[src/rtl/alu_wb.sv]
// alu_wb: in-order writeback buffer between the ALU and the register file.
// Ports: clk/rst_n; in_* push side (in_valid/in_ready, result, carry,
//   overflow, select, dest); wb_* pop side (wb_valid/wb_ready, wb_addr,
//   wb_data); flags {N,Z,C,V} committed on each pop.
// Parameter DEPTH (2, 4 or 8) sets the number of buffered entries.
// Optional macro STICKY_OVF_EN adds clr_sticky / sticky_v, a sticky
//   record of any committed arithmetic overflow.
module alu_wb #(
  parameter int DEPTH = 2
) (
  input  logic        clk,
  input  logic        rst_n,
  input  logic        in_valid,
  output logic        in_ready,
  input  logic [15:0] in_result,
  input  logic        in_carry,
  input  logic        in_overflow,
  input  logic        in_select,
  input  logic [2:0]  in_dest,
  output logic        wb_valid,
  input  logic        wb_ready,
  output logic [2:0]  wb_addr,
  output logic [15:0] wb_data,
  output logic [3:0]  flags
`ifdef STICKY_OVF_EN
  ,
  input  logic        clr_sticky,
  output logic        sticky_v
`endif
);

  localparam int AW = $clog2(DEPTH);
  localparam int CW = AW + 1;

  // Entry storage; never read while empty, so it carries no reset.
  logic [15:0] r_res [DEPTH];
  logic        r_cy  [DEPTH];
  logic        r_ov  [DEPTH];
  logic        r_sel [DEPTH];
  logic [2:0]  r_dst [DEPTH];

  logic [AW-1:0] r_wptr;
  logic [AW-1:0] r_rptr;
  logic [CW-1:0] r_count;
  logic [3:0]    r_flags;

  logic          w_push;
  logic          w_pop;
  logic          w_empty;
  logic [15:0]   w_hres;
  logic          w_hcy;
  logic          w_hov;
  logic          w_hsel;
  logic [2:0]    w_hdst;
  logic [3:0]    w_nflags;

  assign w_empty  = (r_count == '0);
  assign in_ready = (r_count < CW'(DEPTH));
  assign wb_valid = !w_empty;
  assign w_push   = in_valid && in_ready;
  assign w_pop    = wb_valid && wb_ready;

  assign w_hres = r_res[r_rptr];
  assign w_hcy  = r_cy[r_rptr];
  assign w_hov  = r_ov[r_rptr];
  assign w_hsel = r_sel[r_rptr];
  assign w_hdst = r_dst[r_rptr];

  // Empty buffer reads as zero rather than exposing stale storage.
  assign wb_data = w_empty ? 16'h0000 : w_hres;
  assign wb_addr = w_empty ? 3'd0 : w_hdst;
  assign flags   = r_flags;

  always_ff @(posedge clk) begin
    if (w_push) begin
      r_res[r_wptr] <= in_result;
      r_cy[r_wptr]  <= in_carry;
      r_ov[r_wptr]  <= in_overflow;
      r_sel[r_wptr] <= in_select;
      r_dst[r_wptr] <= in_dest;
    end
  end

  always_ff @(posedge clk or negedge rst_n) begin
    if (!rst_n) begin
      r_wptr <= '0;
    end else if (w_push) begin
      r_wptr <= r_wptr + AW'(1);
    end
  end

  always_ff @(posedge clk or negedge rst_n) begin
    if (!rst_n) begin
      r_rptr <= '0;
    end else if (w_pop) begin
      r_rptr <= r_rptr + AW'(1);
    end
  end

  always_ff @(posedge clk or negedge rst_n) begin
    if (!rst_n) begin
      r_count <= '0;
    end else begin
      unique case ({w_push, w_pop})
        2'b10:   r_count <= r_count + CW'(1);
        2'b01:   r_count <= r_count - CW'(1);
        default: r_count <= r_count;
      endcase
    end
  end

  // Logic-unit results leave C and V untouched.
  always_comb begin
    w_nflags    = r_flags;
    w_nflags[3] = w_hres[15];
    w_nflags[2] = (w_hres == 16'h0000);
    if (!w_hsel) begin
      w_nflags[1] = w_hcy;
      w_nflags[0] = w_hov;
    end
  end

  always_ff @(posedge clk or negedge rst_n) begin
    if (!rst_n) begin
      r_flags <= '0;
    end else if (w_pop) begin
      r_flags <= w_nflags;
    end
  end

`ifdef STICKY_OVF_EN
  logic r_sticky;
  logic w_sset;

  assign w_sset   = w_pop && !w_hsel && w_hov;
  assign sticky_v = r_sticky;

  // A new overflow outranks a clear in the same cycle.
  always_ff @(posedge clk or negedge rst_n) begin
    if (!rst_n) begin
      r_sticky <= 1'b0;
    end else if (w_sset) begin
      r_sticky <= 1'b1;
    end else if (clr_sticky) begin
      r_sticky <= 1'b0;
    end
  end
`endif

endmodule

[config.mk]
export PLATFORM = sky130hd
export DESIGN_NAME = alu_wb
export DESIGN_NICKNAME = d
export VERILOG_FILES = /design/src/rtl/alu_wb.sv
export SDC_FILE = /design/constraint.sdc
export NUM_CORES = 1
export LEC_CHECK = 0
export ABC_AREA = 1
export CAP_MARGIN = 20
export CORE_MARGIN = 2
export CORE_UTILIZATION = 60
export DETAILED_ROUTE_END_ITERATION = 7
export DONT_BUFFER_PORTS = 1
export GPL_ROUTABILITY_DRIVEN = 0
export GPL_TIMING_DRIVEN = 1
export PLACE_DENSITY = 0.77
export SLEW_MARGIN = 20
export SYNTH_ARGS = -nofsm -noshare
export SYNTH_HDL_FRONTEND = slang
export SYNTH_SLANG_ARGS = --single-unit
[constraint.sdc]
create_clock -name clk -period 3.7 [get_ports clk]
set_input_delay 0.925 -clock clk [delete_from_list [all_inputs] [get_ports clk]]
set_output_delay 0.925 -clock clk [all_outputs]
set_load 0.02 [all_outputs]
## After elaboration in Yosys (flattened, before gate mapping)

Memories as Yosys holds them, arrays and structs flattened. A register that Yosys moved wholly into a read port is not among the register bits.
Index checks and enable logic that the tools add are counted.

- Memories kept: 5
- Bits in latches: 0
- RAM bits: 44
- Word-level logic and storage cells: 31
- Output and inout bits: 25
- Bits in registers: 6
- Memory bits (read-only): 0

Memories:

| memory | words | width | rd ports | clocked after Yosys merged registers in | write ports | RTL line | RTL |
|---|---|---|---|---|---|---|---|
| r_res | 2 | 16 | 1 | 0 | 1 | 36 | `logic [15:0] r_res [DEPTH];` |
| r_dst | 2 | 3 | 1 | 0 | 1 | 40 | `logic [2:0] r_dst [DEPTH];` |
| r_cy | 2 | 1 | 1 | 1 | 1 | 37 | `logic r_cy [DEPTH];` |
| r_ov | 2 | 1 | 1 | 1 | 1 | 38 | `logic r_ov [DEPTH];` |
| r_sel | 2 | 1 | 1 | 0 | 1 | 39 | `logic r_sel [DEPTH];` |

- Order comparisons: 1
- Multiply operators: 0
- Divide/modulo/power cells: 0
- Bitwise operators: 1
- Reduce and logical (&&, ||, !) cells: 9
- $add $sub $neg: 4
- Shift-type cells: 0
- Muxes and demuxes: 5
- Equality and inequality tests: 2

Operators by type and width:

| kind | count |
|---|---|
| logical NOT 16 bit | 1 |
| 2-to-1 mux 16 bit | 1 |
| one-hot mux 2 bit (2 select lines) | 1 |
| logical NOT 1 bit | 3 |
| 2-to-1 mux 3 bit | 1 |
| adder 1 bit (second input constant) | 2 |
| adder 2 x 1 -> 2 bit (second input constant) | 1 |
| equality test 2 x 1 -> 1 bit (second input constant) | 1 |
| equality test 2 bit (second input constant) | 1 |
| logical AND 1 bit | 2 |
| logical NOT 2 bit | 1 |
| less-than comparator 2 bit (second input constant) | 1 |
| 2-to-1 mux 1 bit | 2 |
| AND reduction 2 bit | 1 |
| nonzero test 2 bit | 1 |
| subtractor 2 x 1 -> 2 bit (second input constant) | 1 |
| NOT 1 bit | 1 |

## Longest topological paths before layout

Gate-level depths: netlist (run 1).

- Depth in word-level cells: 5
- Gate-level depth with buffers: 10
- Mapped depth without buffers: 8

## Least setup slack after synthesis (run 1)

OpenSTA, ideal clock, no wires.

- Path kind: input port to flip-flop
- Start: input port in_valid
- End: memory r_cy[0] (enable)
- Buffers on the path: 0
- Slack: 1309 ps
- Data arrival time: 1990 ps
- Cell stages on the path: 2
- Data required time: 3299 ps
- Path through: nand2_1 -> nor2_1

- Word-level cells in the longest chain between the ends: 3

Ends and longest elaborated chain:

| item | RTL line | RTL |
|---|---|---|
| from (decl) | 13 | `input logic in_valid,` |
| logical AND 1 bit | 60 | `assign w_push = in_valid && in_ready;` |
| 2-to-1 mux 1 bit | 75 | `if (w_push) begin` |
| 2-to-1 mux 1 bit (not written as such) | 77 | `r_cy[r_wptr] <= in_carry;` |
| to (decl) | 37 |  |

Every way passes these cells.

## Worst setup path after layout (run 1)

- Start: register r_rptr
- End: output port wb_data[14]

- Word-level cells in the longest chain between the ends: 2

Ends and longest elaborated chain:

| item | RTL line | RTL |
|---|---|---|
| from (decl) | 43 | `logic [AW-1:0] r_rptr;` |
| from (signal assigned) | 96 | `r_rptr <= r_rptr + AW'(1);` |
| memory (2 x 16 bit) | - |  |
| 2-to-1 mux 16 bit | 70 | `assign wb_data = w_empty ? 16'h0000 : w_hres;` |
| to (decl) | 23 | `output logic [15:0] wb_data,` |

Every way passes these cells.

==> run metrics, run 1 <==
VDD IR-drop max=about 370 uV; drt via density=5.291; total track usage=0.1873; clock skew=0.01408 ns; Crit path depth=2; largest net degree at the start of global routing=27; DPL Wire Length=about 2400 um; normalized max-slew margin=0.3758; die extent in y=63.35 um; DR iter-0 viols=73; filler cell count=285; vias in the first global route=between 1,000 and 1,500; fin. max-slew vios=0; most frequent cells in the layout=nand2_1, edfxtp_1, nor2_1; drt first pass iters=4; Hold Vio Cnt, Final=0; row cnt=21; CP max stage cell=dfrtp_1; number of I/O pins=around 50; Max Freq=roughly 0.34 GHz; TNS Setup=0 ns; Worst-Skew Late Latency=around 0.37 ns; Netlist cell types=22; Num Clock Sinks=52; Hold Buf Count CTS=0; worst hold path class=input port to async pin; die area=0.004013 mm^2; Pleak=0.8436 nW; CP top delay family=flip-flops; Worst-path clk slew=0.14 ns; Critical Path Sink Type=output pin; routed wire length=3444 um; core area=0.003363 mm^2; flops & latches, synth=52; clock tree buffer depth=2; ANT nets after route=0; max-cap check violation count=0; die extent in x=roughly 63 um; Critical Path RT=2.77 ns; crit path launch type=flip-flop; R2R cell count=7; CP cell instances=nand2_1, a21oi_1; Syn-to-layout area delta=4.736%; syn avg cell area=around 12 um^2; Worst Path Max Fanout=26; initial antenna violation count=0; Mapped Cells=172; first-pass GRT wire length=5423 um; via count=1,180; status=finished clean; post-synthesis net count=between 150 and 200; post-CTS setup buffer count=0; Buffers & Inverters on Critical Path=0; CTS Root Cell=clkbuf_4; Final Critical Period=2.957 ns; crit path kind=flip-flop to output pin; RSZ-0062 raised after global routing=false; PnR Total Power=0.001851 W; WL per Instance=15.44 um; Least-Margin Pin Slew=0.9363 ns; Final Cycle Share=0.7993; CTS H-tree depth=2; n_diodes=0; Final setup violation count=0; nets@finish=203; Worst EP arrival=2.03 ns; global route overflow=0; sequential-to-total area share from yosys stat=0.7200; Post-Syn Area=~0.0021 mm^2; fraction of layout cells with a size suffix above 1=0.08475; Synthesis Warnings=0; Initial Util=0.6283; CTS tree=done; max incr delay on CP=about 1 ns; total CTS buffers=5; DRC viols=0; I/O Buffers=0; cts repair resizes=0; pwr dens=836.2 mW/mm^2
-- power breakdown --
group | switching, W | total, W | leakage, nW | internal (W)
logic | 0.000501 | 0.000663 | 0.300 | 0.000162
registers | 0.000109 | 0.000883 | 0.501 | 0.000775
clock network | 0.000163 | 0.000305 | 0.0422 | 0.000142
total | 0.000773 | 0.00185 | 0.844 | 0.00108
-- synth_stat cells --
master     n  area share
ha_1       1      0.0059
xnor2_1    1      0.0041
nand2_1   44       0.078
a21oi_1   12       0.028
o31ai_1    1      0.0036
inv_1      8       0.014
buf_8      1      0.0071
mux2i_1    2      0.0095
buf_6      2       0.011
nor2_1    20       0.036
buf_2      2      0.0047
nand3_1    2      0.0047
o21ai_0    5       0.012
nor2_2     1      0.0030
edfxtp_1  44        0.63
or2_1      5       0.015
o21ai_2    1      0.0041
inv_6      1      0.0041
dfrtp_1    8       0.095
xor2_1     3       0.012
o21ai_1    7       0.017
clkbuf_8   1      0.0065
-- sequential cells by signal, indices dropped and copies added, names as in the netlist --
name / flops
r_res: 32
r_dst: 6
flags: 4
r_count: 2
r_cy: 2
r_ov: 2
r_sel: 2
r_rptr: 1
r_wptr: 1
-- routing by layer --
layer / global-route usage / up-vias / share of wire
met5: 0 / - / 0
met4: 0.08152 / 0 / 0.018
met3: 0.1000 / 6 / 0.10
met2: 0.3132 / 41 / 0.51
met1: 0.1942 / 542 / 0.38
li1: - / 591 / -
-- area by class of cell --
cell class	instances	area [um^2]	share of cell area
inverters	9	38.79	0.01752
flip-flops and latches	52	1521	0.6874
well taps	46	57.56	0.02600
repair buffers	3	22.52	0.01018
clock inverters	2	35.03	0.01583
multi-input cells	105	496.7	0.2244
clock buffers	6	41.29	0.01865
-- final timing paths --
kind | from | to | slack [ns]
min in group clk | r_count[0] | r_count[0] | 0.54
max | r_rptr | wb_data[14] | 0.74
min reg2reg | r_count[0] | r_count[0] | 0.54
min | rst_n | r_count[1] | 0.22
max reg2reg | r_count[0] | r_count[1] | 1.48
max in group asynchronous | rst_n | flags[2] | 3.41
-- cell families (layout without fill, tap and decap cells) --
kind of cell / count (synthesis) / in the layout / synth area share
simple gates: 72 / 72 / 0.1362
buf+inv: 15 / 20 / 0.04736
compound gates: 26 / 26 / 0.06453
xor+xnor: 4 / 4 / 0.01658
flops: 52 / 52 / 0.7200
fa+ha+maj: 1 / 1 / 0.005920
mux: 2 / 2 / 0.009473
-- worst reg2reg max path: cells and delay by family, from the launching register on --
kind,cells,cell delay [ns]
buffers and inverters,1,0.32
DFF,1,0.45
AOI/OAI and AO/OA,2,0.24
adders and majority gates,1,0.31
and+or+nand+nor,2,0.63
xor gates and xnor gates,1,0.16
-- metrics by stage --
step           hold WS, ns  cells  worst slack, ns  utilization  instance area, um^2
2_1_floorplan       0.4828    172            1.309            -                 2113
3_3_place_gp        0.5004    215            1.167       0.6354                 2137
3_5_place_dp        0.5244    215            1.158       0.6354                 2137
4_1_cts             0.2058    223           0.7223       0.6581                 2213
5_1_grt             0.1928    223           0.5910       0.6581                 2213
6_report            0.2191    223           0.7426       0.6581                 2213
Power figures use the tool's default switching activity.
==> run 2: changes to the inputs <==
--- a/config.mk
+++ b/config.mk
@@ -5,15 +5,15 @@
 export SDC_FILE = /design/constraint.sdc
 export NUM_CORES = 1
 export LEC_CHECK = 0
-export ABC_AREA = 1
+export ABC_AREA = 0
 export CAP_MARGIN = 20
 export CORE_MARGIN = 2
-export CORE_UTILIZATION = 60
+export CORE_UTILIZATION = 55
 export DETAILED_ROUTE_END_ITERATION = 7
 export DONT_BUFFER_PORTS = 1
 export GPL_ROUTABILITY_DRIVEN = 0
 export GPL_TIMING_DRIVEN = 1
-export PLACE_DENSITY = 0.77
+export PLACE_DENSITY = 0.74
 export SLEW_MARGIN = 20
 export SYNTH_ARGS = -nofsm -noshare
 export SYNTH_HDL_FRONTEND = slang
==> constraint.sdc (replaced) <==
create_clock -name clk -period 2.5 [get_ports clk]
set_input_delay 0.625 -clock clk [delete_from_list [all_inputs] [get_ports clk]]
set_output_delay 0.625 -clock clk [all_outputs]
set_load 0.02 [all_outputs]
==> run 2 against run 1 <==
Synthesized area decreased by 1.1%; clock skew shrank 0.0080 ns; combinational power grew 79%; sequential share of layout area decreased by 6.5 points; worst setup slack lost 0.42 ns; utilization grew 0.97 points; first-iteration DRC count shrank 53%; critical path depth rose by 2; die area up 7.4%; final area increased by 10%; cell count decreased by 6.3%; count of clock-buffer cells in the layout decreased by 1; largest power group unchanged.
==> run metrics, run 2 <==
total track usage=0.1864 (-0.0008530); n_diodes=0 (unchanged); CTS H-tree depth=2 (unchanged); fraction of layout cells with a size suffix above 1=0.2671 (+0.1823); total CTS buffers=5 (unchanged); row cnt=22 (+4.8%); clock tree buffer depth=2 (unchanged); die extent in y=65.64 um (+3.6%); Syn-to-layout area delta=17.01%; asr flop ratio synth=0.1538 (unchanged); via count=1,156 (-2.0%); Final Cycle Share=0.8694; routed wire length=3709 um (+7.7%); die area=0.004308 mm^2 (+7.4%); drt via density=5.531 (+4.5%); nets@finish=187 (-7.9%); fin. max-slew vios=0 (unchanged); max reg flops=32 (unchanged); Num Clock Sinks=52 (unchanged); CTS tree=done; normalized max-slew margin=0.7426 (+0.3668); Final setup violation count=0 (unchanged); vias in the first global route=1,238 (+8.3%); pwr dens=1251 mW/mm^2 (+50%); CP max stage cell=dfrtp_1; WL per Instance=17.75 um (+15%); Buffers & Inverters on Critical Path=2 (+2); worst hold path class=input port to flip-flop; Initial Util=0.5707 (-0.05760); largest net degree at the start of global routing=23 (-15%); CP cell instances=buf_12, mux2i_1, nor2_1, buf_4; crit path kind=flip-flop to output pin; Mapped Cells=132 (-23%); drt first pass iters=4 (unchanged); Synthesis Warnings=0 (unchanged); Synth top cells by count=edfxtp_1, nor2_1, mux2i_1; Worst-Skew Late Latency=0.30 ns (-0.07 ns); Pleak=0.9360 nW (+11%); number of I/O pins=51 (unchanged); I/O Buffers=0 (unchanged); CTS Root Cell=clkbuf_8; Final Critical Period=2.173 ns; max-cap check violation count=0 (unchanged); syn avg cell area=15.83 um^2 (+29%); post-synth top area share=0.6323 (+0.007113); initial antenna violation count=0 (unchanged); most frequent cells in the layout=edfxtp_1, buf_4, nor2_1; most common cell after layout, fill and taps aside=edfxtp_1; TNS Setup=0 ns (unchanged); Synth area leader=edfxtp_1; Least-Margin Pin Slew=0.3860 ns (-0.5502 ns); sequential-to-total area share from yosys stat=0.7281 (+0.008191); post-synthesis net count=159 (-20%); Critical Path RT=1.88 ns (-0.89 ns); Cell Area, Placed=0.002313 mm^2 (+8.3%); ANT nets after route=0 (unchanged); Max Freq=between 0.4 and 0.5 GHz; max incr delay on CP=0.54 ns (-0.44 ns); DRC viols=0 (unchanged); VDD IR-drop max=792.8 uV (+120%); die extent in x=65.64 um (+3.6%); Worst-path clk slew=0.09 ns (-0.05 ns); most frequent cell after synthesis=edfxtp_1; Post-Syn Area=0.002090 mm^2 (-1.1%); synth top area cells=edfxtp_1, dfrtp_1, mux2i_1, nor2_1, xnor2_1; DR iter-0 viols=34 (-53%); clock skew=0.006075 ns (-0.008008 ns); core area=0.003661 mm^2 (+8.9%); flops & latches, synth=52 (unchanged); global route overflow=0 (unchanged); CP top delay family=flip-flops; Worst EP arrival=1.55 ns (-0.48 ns); status=finished clean; DPL Wire Length=2697 um (+11%); design area=0.002445 mm^2 (+10%); EDFF count, synth=44 (unchanged); Netlist cell types=23 (+4.5%); crit path launch type=flip-flop; Most flops, register=r_res; Critical Path Sink Type=output pin; Worst Path Max Fanout=20 (-23%); Hold Vio Cnt, Final=0 (unchanged); post-CTS setup buffer count=0 (unchanged); Synth Flop Type=edfxtp_1; RSZ-0062 raised after global routing=false; first-pass GRT wire length=5678 um (+4.7%)
[run 2: cell types whose count changed after synthesis, moves of 4 or more]
cell and change:
nand2_1 -40, mux2i_1 +18, a21oi_1 -12, inv_1 -8
o21ai_1 -6, nor4_1 +5, o21ai_0 -5, or2_1 -5
xnor2_1 +4
[run 2: cells by family (layout without fill, tap and decap cells)]
logic type / after synthesis / count (layout) / share of synthesized area
xor+xnor: 5 / 5 / 0.02096
flops: 52 / 52 / 0.7281
fa+ha+maj: 1 / 1 / 0.005987
buf+inv: 8 / 37 / 0.02036
simple gates: 40 / 40 / 0.1006
compound gates: 2 / 2 / 0.006585
mux: 24 / 24 / 0.1174
[run 2: final timing paths]
kind | to | from | slack, ns | cells past startpoint
max | wb_data[15] | r_rptr | 0.33 | 4
min | r_res[1][14] | in_result[14] | 0.41 | 0
min reg2reg | r_wptr | r_wptr | 0.52 | 1
max reg2reg | r_count[1] | r_count[1] | 0.98 | 5
max in group asynchronous | flags[2] | rst_n | 1.66 | 1
min in group asynchronous | r_count[1] | rst_n | 0.55 | 1
[run 2: worst reg2reg max path, cell delays in order (launching register included)]
cell and delay (ns):
dfrtp_1 0.42, o21ai_2 0.36, inv_2 0.07, ha_1 0.31
nor2_1 0.16, xnor2_1 0.13
[run 2: through the flow]
| stage | utilization | std cells | hold WS, ns | total power, W | setup slack [ns] |
|---|---|---|---|---|---|
| floorplan | - | 132 | 0.3294 | 0.002097 | 0.4301 |
| detailed placement | 0.6319 | 199 | 0.3296 | 0.002534 | 0.6554 |
| global route | 0.6678 | 209 | 0.3925 | 0.003223 | 0.2112 |
| CTS | 0.6651 | 208 | 0.004712 | 0.003090 | 0.3078 |
| global placement | 0.6319 | 199 | 0.3296 | 0.002505 | 0.6767 |
| finish | 0.6678 | 209 | 0.4142 | 0.003058 | 0.3266 |
[run 2: final cells by class]
class | count | area (um^2)
Fill cell | 262 | 1216
Clock buffer | 5 | 68.82
Sequential cell | 52 | 1521
Tap cell | 48 | 60.06
Timing Repair Buffer | 26 | 212.7
Inverter | 3 | 11.26
Clock inverter | 3 | 42.54
Multi-Input combinational cell | 72 | 528.0
[run 2: layer usage]
metal	wire, um	share of wire	GRT usage	vias to the layer above
li1	-	-	-	540
met1	1409	0.38	0.2024	570
met2	2003	0.54	0.3295	39
met3	240	0.065	0.06849	7
met4	56	0.015	0.07031	0
met5	0	0	0	-
[run 2: what timing repair did]
action,4_1_cts,5_1_grt
hold endpoints to repair,2,6
gates resized for setup,0,0
hold buffers,1,1
[run 2: power by group]
group	switching [W]	internal [W]
sequential	0.000158	0.00115
combinational	0.000677	0.000518
clock	0.000256	0.000296
total	0.00109	0.00197
